**config.mk**
```make
export PLATFORM = sky130hd
export DESIGN_NAME = div8_seq
export DESIGN_NICKNAME = d
export VERILOG_FILES = /design/src/rtl/div_pkg.sv /design/src/rtl/div_step.sv /design/src/rtl/div8_seq.sv
export SDC_FILE = /design/constraint.sdc
export NUM_CORES = 1
export LEC_CHECK = 0
export BUFFER_PORTS_ARGS = -buffer_cell sky130_fd_sc_hd__buf_2
export CAP_MARGIN = 15
export CORE_MARGIN = 3
export CORE_UTILIZATION = 56
export DETAILED_ROUTE_END_ITERATION = 10
export PLACE_DENSITY = 0.85
export SETUP_SLACK_MARGIN = 0.02
export SLEW_MARGIN = 20
export SYNTH_ARGS = -nofsm -noshare
export SYNTH_HDL_FRONTEND = slang
export SYNTH_HIERARCHICAL = 1
export SYNTH_SLANG_ARGS = --single-unit
```
**constraint.sdc**
```tcl
create_clock -name clk -period 3.39 [get_ports clk]
set_clock_uncertainty 0.2 [all_clocks]
set_input_delay 0.678 -clock clk [delete_from_list [all_inputs] [get_ports clk]]
set_output_delay 0.678 -clock clk [all_outputs]
set_load 0.02 [all_outputs]
```
**src/rtl/div_pkg.sv**
```systemverilog
// Shared types and constants for the sequential restoring divider.
package div_pkg;

  // Default operand, quotient and remainder width.
  localparam int unsigned DIV_W = 8;

  // Step counter width for the default build; it holds values 0..DIV_W.
  localparam int unsigned CNT_W = $clog2(DIV_W + 1);

  // Sequencer states.
  typedef enum logic [1:0] {
    StIdle,
    StRun,
    StFin
  } state_e;

endpackage

```
**src/rtl/div_step.sv**
```systemverilog
// One restoring-division step. It shifts the next dividend bit into the partial remainder,
// makes a trial subtraction of the divisor, and keeps the difference only if it is not negative.
//
// The partial remainder is notionally WIDTH+1 bits wide. Between steps its top bit is always
// zero, because the kept remainder is always below the divisor or, for a zero divisor, below
// the dividend. For that reason only WIDTH bits are passed in and out.
module div_step #(
  parameter int unsigned WIDTH = 8
) (
  input  logic [WIDTH-1:0] rem_acc_i,
  input  logic [WIDTH-1:0] quo_sh_i,
  input  logic [WIDTH-1:0] divisor_i,
  output logic [WIDTH-1:0] rem_acc_o,
  output logic [WIDTH-1:0] quo_sh_o
);

  logic [WIDTH:0] sh;
  logic [WIDTH:0] trial;

  // Shift, then trial-subtract; the borrow (msb of trial) decides restore or keep.
  always_comb begin
    sh    = {rem_acc_i, quo_sh_i[WIDTH-1]};
    trial = sh - {1'b0, divisor_i};
    if (!trial[WIDTH]) begin
      rem_acc_o = trial[WIDTH-1:0];
      quo_sh_o  = {quo_sh_i[WIDTH-2:0], 1'b1};
    end else begin
      rem_acc_o = sh[WIDTH-1:0];
      quo_sh_o  = {quo_sh_i[WIDTH-2:0], 1'b0};
    end
  end

endmodule

```
**src/rtl/div8_seq.sv**
```systemverilog
// Sequential restoring unsigned divider. It retires one quotient bit per clock and uses a
// start/busy/done handshake.
// Optional feature macro DIV8_DIVZ_EN: this adds the div_by_zero output. With it, an
// accepted start whose divisor is zero skips the iteration and finishes on the next cycle.
module div8_seq
  import div_pkg::*;
#(
  parameter int unsigned WIDTH = DIV_W
) (
  input  logic             clk,
  input  logic             rst,
  input  logic             start,
  input  logic [WIDTH-1:0] dividend,
  input  logic [WIDTH-1:0] divisor,
  output logic             busy,
  output logic             done,
  output logic [WIDTH-1:0] quotient,
  output logic [WIDTH-1:0] remainder
`ifdef DIV8_DIVZ_EN
  ,
  output logic             div_by_zero
`endif
);

  localparam int unsigned CntW = $clog2(WIDTH + 1);

  state_e state_q, state_d;

  logic [CntW-1:0]  cnt_q, cnt_d;
  logic [WIDTH-1:0] divisor_q, divisor_d;
  logic [WIDTH-1:0] quo_sh_q, quo_sh_d;
  logic [WIDTH-1:0] rem_acc_q, rem_acc_d;
  logic [WIDTH-1:0] quotient_q, quotient_d;
  logic [WIDTH-1:0] remainder_q, remainder_d;
`ifdef DIV8_DIVZ_EN
  logic             div_by_zero_q, div_by_zero_d;
`endif

  logic [WIDTH-1:0] step_rem;
  logic [WIDTH-1:0] step_quo;
  logic             accept;
  logic             skip_run;
  logic             last_step;

  // A new operation is taken in any state except RUN.
  assign accept    = start && (state_q != StRun);
  assign last_step = (state_q == StRun) && (cnt_q == CntW'(1));

`ifdef DIV8_DIVZ_EN
  assign skip_run = accept && (divisor == '0);
`else
  assign skip_run = 1'b0;
`endif

  div_step #(
    .WIDTH (WIDTH)
  ) u_div_step (
    .rem_acc_i (rem_acc_q),
    .quo_sh_i  (quo_sh_q),
    .divisor_i (divisor_q),
    .rem_acc_o (step_rem),
    .quo_sh_o  (step_quo)
  );

  // State register; the synchronous reset aborts any operation in flight.
  always_ff @(posedge clk) begin
    if (rst) begin
      state_q <= StIdle;
    end else begin
      state_q <= state_d;
    end
  end

  // Next-state logic.
  always_comb begin
    state_d = state_q;
    unique case (state_q)
      StIdle, StFin: begin
        if (accept) begin
          state_d = skip_run ? StFin : StRun;
        end else begin
          state_d = StIdle;
        end
      end
      StRun: begin
        if (last_step) begin
          state_d = StFin;
        end
      end
      default: state_d = StIdle;
    endcase
  end

  // Outputs are decoded directly from the state.
  always_comb begin
    busy = (state_q == StRun);
    done = (state_q == StFin);
  end

  // Datapath next state: load on accept, iterate in RUN, capture results on entry to FIN.
  always_comb begin
    cnt_d         = cnt_q;
    divisor_d     = divisor_q;
    quo_sh_d      = quo_sh_q;
    rem_acc_d     = rem_acc_q;
    quotient_d    = quotient_q;
    remainder_d   = remainder_q;
`ifdef DIV8_DIVZ_EN
    div_by_zero_d = div_by_zero_q;
`endif
    if (accept) begin
      divisor_d = divisor;
      quo_sh_d  = dividend;
      rem_acc_d = '0;
      cnt_d     = CntW'(WIDTH);
`ifdef DIV8_DIVZ_EN
      if (skip_run) begin
        quotient_d    = '1;
        remainder_d   = dividend;
        div_by_zero_d = 1'b1;
      end
`endif
    end else if (state_q == StRun) begin
      rem_acc_d = step_rem;
      quo_sh_d  = step_quo;
      cnt_d     = cnt_q - CntW'(1);
      if (last_step) begin
        quotient_d    = step_quo;
        remainder_d   = step_rem;
`ifdef DIV8_DIVZ_EN
        div_by_zero_d = 1'b0;
`endif
      end
    end
  end

  // Datapath registers; results clear on reset and otherwise hold between operations.
  always_ff @(posedge clk) begin
    if (rst) begin
      cnt_q         <= '0;
      divisor_q     <= '0;
      quo_sh_q      <= '0;
      rem_acc_q     <= '0;
      quotient_q    <= '0;
      remainder_q   <= '0;
`ifdef DIV8_DIVZ_EN
      div_by_zero_q <= 1'b0;
`endif
    end else begin
      cnt_q         <= cnt_d;
      divisor_q     <= divisor_d;
      quo_sh_q      <= quo_sh_d;
      rem_acc_q     <= rem_acc_d;
      quotient_q    <= quotient_d;
      remainder_q   <= remainder_d;
`ifdef DIV8_DIVZ_EN
      div_by_zero_q <= div_by_zero_d;
`endif
    end
  end

  assign quotient  = quotient_q;
  assign remainder = remainder_q;
`ifdef DIV8_DIVZ_EN
  assign div_by_zero = div_by_zero_q;
`endif

endmodule
```
Yosys cells after proc, flatten, opt, wreduce, memory -nomap -nowiden
Index checks and enable logic that the tools add are counted.
{ "totals": {"inputBits": 19, "register_bits": 46, "word_cells": 32, "output_inout_bits": 18} }
{ "op_classes": {"muxes": 9, "n_bitwise": 1, "n_reduce_logical": 7, "eq_ne": 5, "add_sub_neg": 2} }
{ "op_table": {"columns": ["operator", "count"], "rows": [
  ["$mux W8", 3],
  ["$sub A9 B8 Y9", 1],
  ["$mux W4", 2],
  ["$eq A4 B1 Y1 const B", 1],
  ["$ne A2 B1 Y1 const B", 2],
  ["$pmux W2 S2", 1],
  ["$reduce_or A2 Y1", 2],
  ["$sub A4 B1 Y4 const B", 1],
  ["$reduce_and A3 Y1", 1],
  ["$eq A2 B1 Y1 const B", 1],
  ["$eq A2 B2 Y1 const B", 1],
  ["$logic_and A1 B1 Y1", 2],
  ["$logic_not A2 Y1", 1],
  ["$mux W1", 2],
  ["$mux W2", 1],
  ["$reduce_bool A2 Y1", 1],
  ["$not A1 Y1", 1]
]} }

Depth between registers and ports, before layout
{ "logic_depth": {"ltp_word": 4, "ltp_mapped": 11, "mapped_depth_nobuf": 11} }

Cells and area by module
The synthesis kept the hierarchy.
{ "modules_own_cells": {"columns": ["mod", "seq_area_each_um2", "n_inst", "cells_each", "area_per_inst_um2"], "rows": [
  ["div8_seq", 920.9, 1, 175, 1726.7],
  ["div_step", 0.0, 1, 65, 538.0]
]} }

Worst setup path after synthesis
No wires, ideal clock.
{ "synth_path": {"path_kind": "register -> register", "startpoint": "reg quo_sh_q[7]", "endpoint": "reg remainder_q[7], in the netlist remainder[7]", "path_stages_with_launch": 11, "n_path_buf": 0, "slack_ps": 774, "setup_time_ps": 117, "period_less_slack_ps": 2616, "arrival_ps": 2299, "t_required_ps": 3073, "cell_sequence": "dfxtp_1 -> inv_1 -> ha_1 -> inv_1 -> fa_1 -> a21o_1 -> a21oi_2 -> o31ai_4 -> xor2_4 -> mux2_2 -> a22o_2"} }
{ "synth_via": {"elab_chain_len": 2} }
{ "synth_rtl": {"columns": ["element", "line", "text"], "rows": [
  ["start: declaration", "div8_seq.sv:31", "logic [WIDTH-1:0] quo_sh_q, quo_sh_d;"],
  ["start signal: assignment", "div8_seq.sv:152", "quo_sh_q <= quo_sh_d;"],
  ["$sub A9 B8 Y9", "div_step.sv:23", "trial = sh - {1'b0, divisor_i};"],
  ["$mux W8", "div_step.sv:24", "if (!trial[WIDTH]) begin"],
  ["via step_rem[7]", "div8_seq.sv:39", "logic [WIDTH-1:0] step_rem;"],
  ["end signal: assignment", "div8_seq.sv:155", "remainder_q <= remainder_d;"],
  ["end: declaration", "div8_seq.sv:34", "logic [WIDTH-1:0] remainder_q, remainder_d;"]
]} }
The timed path passes the listed nets, and every way through them passes these cells.
A chain may end at the register's enable or synchronous reset.

Worst setup path after layout
Same ends and word-level chain as after synthesis.

==> summary.txt <==
Overall routing resource usage: 20.11%
Clock tree from TritonCTS: done
Die span in x: 69.59 um
Final Max Tran Viols: 0
Most common library cell in the layout ignoring fill and taps: sky130_fd_sc_hd__dfxtp_1
Endpoint of the worst register-to-register path: remainder[7]$_SDFFE_PP0P_
Count of synthesis-stage warnings from yosys: 6
Port-buffer cells: 36
Final core utilization: 66.06%
Maximum number of pins on one net before global-route repair: 23
RSZ-0062 raised after global routing: false
Most used flip-flop cell after synthesis: sky130_fd_sc_hd__dfxtp_1
Worst skew pair latency: 0.30 ns
Count of vias placed by the detailed router: 1792
Flop-to-flop setup slack: 0.57 ns
Total count of hold-check failures in the final report: 0
Pre-antenna DRT Iters: 4
Post-Route WL: 4.700 mm
Tightest Hold Check Type: flop to flop
CP required: 3.39 ns
# IOs: 37
Count of different cell masters after synthesis: 43
Final layout net count: 294
Row count: 22
Per-instance average area after synthesis: 9.436 um^2
Max Fanout on Critical Path: 10
Total standard cell area after synthesis: 2265 um^2
Transition time of the tightest slew-check pin: 0.7767 ns
Die Outline Area: 4843 um^2
Post-CTS setup buffers: 0
Via count of the first global-routing pass: 1733
Setup violators final: 0
Layout fillers: 303
Hold depth: 1
Sum of overflow across all layers after global routing: 0
Wire length of the first global-routing pass: 7.886 mm
Clock share of power: 31.3%
Total half-perimeter wirelength after legalization and detailed placement: 3.319 mm
Htree depth: 2
Crit path kind: flop to flop
Layout area overhead: 10.00%
Register bit total from synthesis: 46
# DRC: 0
Vertical die dimension: 69.59 um
Gp weighted congestion: 0.9606
Hold path startpoint: quotient[1]$_SDFFE_PP0P_
Top achievable clock speed: 0.3550 GHz
Initial DRC Count: 146
Proportion of power drawn by flip-flops and latches: 46.3%
CTS Buf Count: 5
Cell internal pwr: 0.9116 mW
Diodes inserted: 0
Setup TNS after final layout: 0 ns
Peak supply drop: 0.3519 mV
Final cycle utilization of the critical path: 83.09%
Worst R2R Start: quo_sh_q[7]$_SDFFE_PP0P_
Average wire length per cell after detail routing: 15.02 um
Leakage Power: 1.078 nW
Most frequent cells in the layout: sky130_fd_sc_hd__dfxtp_1 (46), sky130_fd_sc_hd__buf_2 (36), sky130_fd_sc_hd__a21oi_1 (23)
Clock-pin slew of the registers on the worst-case setup and hold paths: 0.08 ns
Buffer cell driving the clock tree root: sky130_fd_sc_hd__clkbuf_8
Number of nets still failing antenna checks after routing: 0
Net switching share of the total power: 28.24%
Startpoint class of the critical path: flop
Buffer levels on the longest clock path: 2
Cell count after synthesis: 240
End of the worst hold path: quotient[1]$_SDFFE_PP0P_
Cells resized by post-CTS repair: 0
Ratio of cells with drive above 1 in the final layout: 24.53%
DR vias/cell: 5.725
Initial core utilization: 60.05%
Quantity of hold-fixing buffers added after cts: 0
Standard cell core area: 3771 um^2
Share of synthesized flip-flops with an asynchronous set or reset: 0%
Path depth of the worst reg2reg path: 10
Antenna violations before repair: 0
Arrival time worst endpoint: 2.82 ns
Switching power total: 0.3587 mW
CTS sink cnt: 46
Combinational fraction of design power: 22.3%
Category of the worst setup path capture point: flop
Maximum capacitance violations: 0
Max_slew headroom: 48.22%
Portion of the post-synthesis area used by sequential elements: 40.66%
EDFF count, synth: 0
Power per cell area: 509.9 nW/um^2
Final critical delay including setup and external delays: 2.817 ns
Nets in the synthesized netlist: 270
Outcome: completed
## cells in the mapped netlist, types with 2 or more instances
cell	n	share of area [%]
sky130_fd_sc_hd__a21oi_1	23	5.1
sky130_fd_sc_hd__xnor2_1	2	0.77
sky130_fd_sc_hd__inv_1	13	2.2
sky130_fd_sc_hd__nand3_1	9	2.0
sky130_fd_sc_hd__mux2i_1	9	4.0
sky130_fd_sc_hd__o21ai_0	10	2.2
sky130_fd_sc_hd__buf_4	7	2.3
sky130_fd_sc_hd__mux2_2	7	3.5
sky130_fd_sc_hd__ha_1	10	5.5
sky130_fd_sc_hd__a22o_2	6	2.7
sky130_fd_sc_hd__buf_6	2	0.99
sky130_fd_sc_hd__xor2_1	3	1.2
sky130_fd_sc_hd__dfxtp_1	46	41
sky130_fd_sc_hd__clkbuf_1	4	0.66
sky130_fd_sc_hd__buf_2	6	1.3
sky130_fd_sc_hd__a211oi_1	10	3.3
sky130_fd_sc_hd__a21o_1	2	0.66
sky130_fd_sc_hd__nor2_1	14	2.3
sky130_fd_sc_hd__nand2_1	21	3.5
sky130_fd_sc_hd__nand2b_1	4	1.1
sky130_fd_sc_hd__a22o_1	10	3.9
## layer usage
metal | part of all wire [%] | wire length (um) | track usage [%] | vias to the layer above
met3 | 4.6 | 218 | 5.652 | 11
met4 | 2.5 | 119 | 9.111 | 0
li1 | - | - | - | 887
met2 | 48 | 2272 | 33.69 | 41
met5 | 0 | 0 | 0 | -
met1 | 44 | 2089 | 23.76 | 853
## through the flow
| step | cells | total power [mW] | instance area, um^2 | setup WS, ns | hold slack, ns |
|---|---|---|---|---|---|
| 6_report | 313 | 1.270 | 2491 | 0.5731 | 0.2757 |
| 5_1_grt | 313 | 1.327 | 2491 | 0.4580 | 0.2852 |
| 4_1_cts | 313 | 1.273 | 2491 | 0.5833 | 0.2766 |
| 3_5_place_dp | 305 | 0.8816 | 2381 | 0.5969 | 0.2521 |
| 3_3_place_gp | 305 | 0.8759 | 2381 | 0.6619 | 0.2554 |
| 2_1_floorplan | 240 | 0.8360 | 2265 | 0.7739 | 0.2495 |
## power groups by stage
stage,registers [mW],logic [mW],clock network (mW)
after floorplan,0.595,0.241,0
after global placement,0.600,0.276,0
final,0.589,0.283,0.398
after CTS,0.589,0.282,0.402
after detailed placement,0.601,0.281,0
after global routing,0.593,0.312,0.423
## state kept, by name, indices dropped and copies added (netlist names)
register and count:
quotient 8, state_q 2, divisor_q 8, quo_sh_q 8
rem_acc_q 8, cnt_q 4, remainder 8
## worst max path at each step
stage,slack (ns),end,startpoint,cells after the start
6_report,0.57,remainder[7]$_SDFFE_PP0P_,quo_sh_q[7]$_SDFFE_PP0P_,10
3_3_place_gp,0.66,remainder[7]$_SDFFE_PP0P_,quo_sh_q[7]$_SDFFE_PP0P_,10
3_5_place_dp,0.60,remainder[7]$_SDFFE_PP0P_,quo_sh_q[7]$_SDFFE_PP0P_,10
4_1_cts,0.58,remainder[7]$_SDFFE_PP0P_,quo_sh_q[7]$_SDFFE_PP0P_,10
5_1_grt,0.46,remainder[2]$_SDFFE_PP0P_,quo_sh_q[7]$_SDFFE_PP0P_,10
2_1_floorplan,0.77,remainder[7]$_SDFFE_PP0P_,quo_sh_q[7]$_SDFFE_PP0P_,10
## worst max-delay path, cell delays in order (launching register included)
cell                      delay (ns)
sky130_fd_sc_hd__dfxtp_1        0.32
sky130_fd_sc_hd__inv_1          0.07
sky130_fd_sc_hd__ha_1           0.16
sky130_fd_sc_hd__inv_1          0.05
sky130_fd_sc_hd__fa_1           0.40
sky130_fd_sc_hd__a21o_1         0.18
sky130_fd_sc_hd__a21oi_2        0.23
sky130_fd_sc_hd__o31ai_4        0.12
sky130_fd_sc_hd__xor2_4         0.34
sky130_fd_sc_hd__mux2_2         0.41
sky130_fd_sc_hd__a22o_2         0.24
## final cells by class
| class | instances | area (um^2) | area share, % |
|---|---|---|---|
| repair buffers | 38 | 195.2 | 7.835 |
| multi-input cells | 160 | 1156 | 46.41 |
| flip-flops and latches | 46 | 920.9 | 36.97 |
| well taps | 48 | 60.06 | 2.411 |
| clock buffers | 6 | 72.57 | 2.913 |
| clock inverters | 2 | 37.54 | 1.507 |
| inverters | 13 | 48.80 | 1.959 |
## cells by family after synthesis
family          Yosys count  synth area share, %
flops                    46                40.66
fa+ha+maj                11                6.409
xor+xnor                  6                3.150
simple gates             56                11.93
buf+inv                  34                8.287
mux                      17                7.956
compound gates           70                21.60
Note: power is estimated with default switching activity, not from simulation.
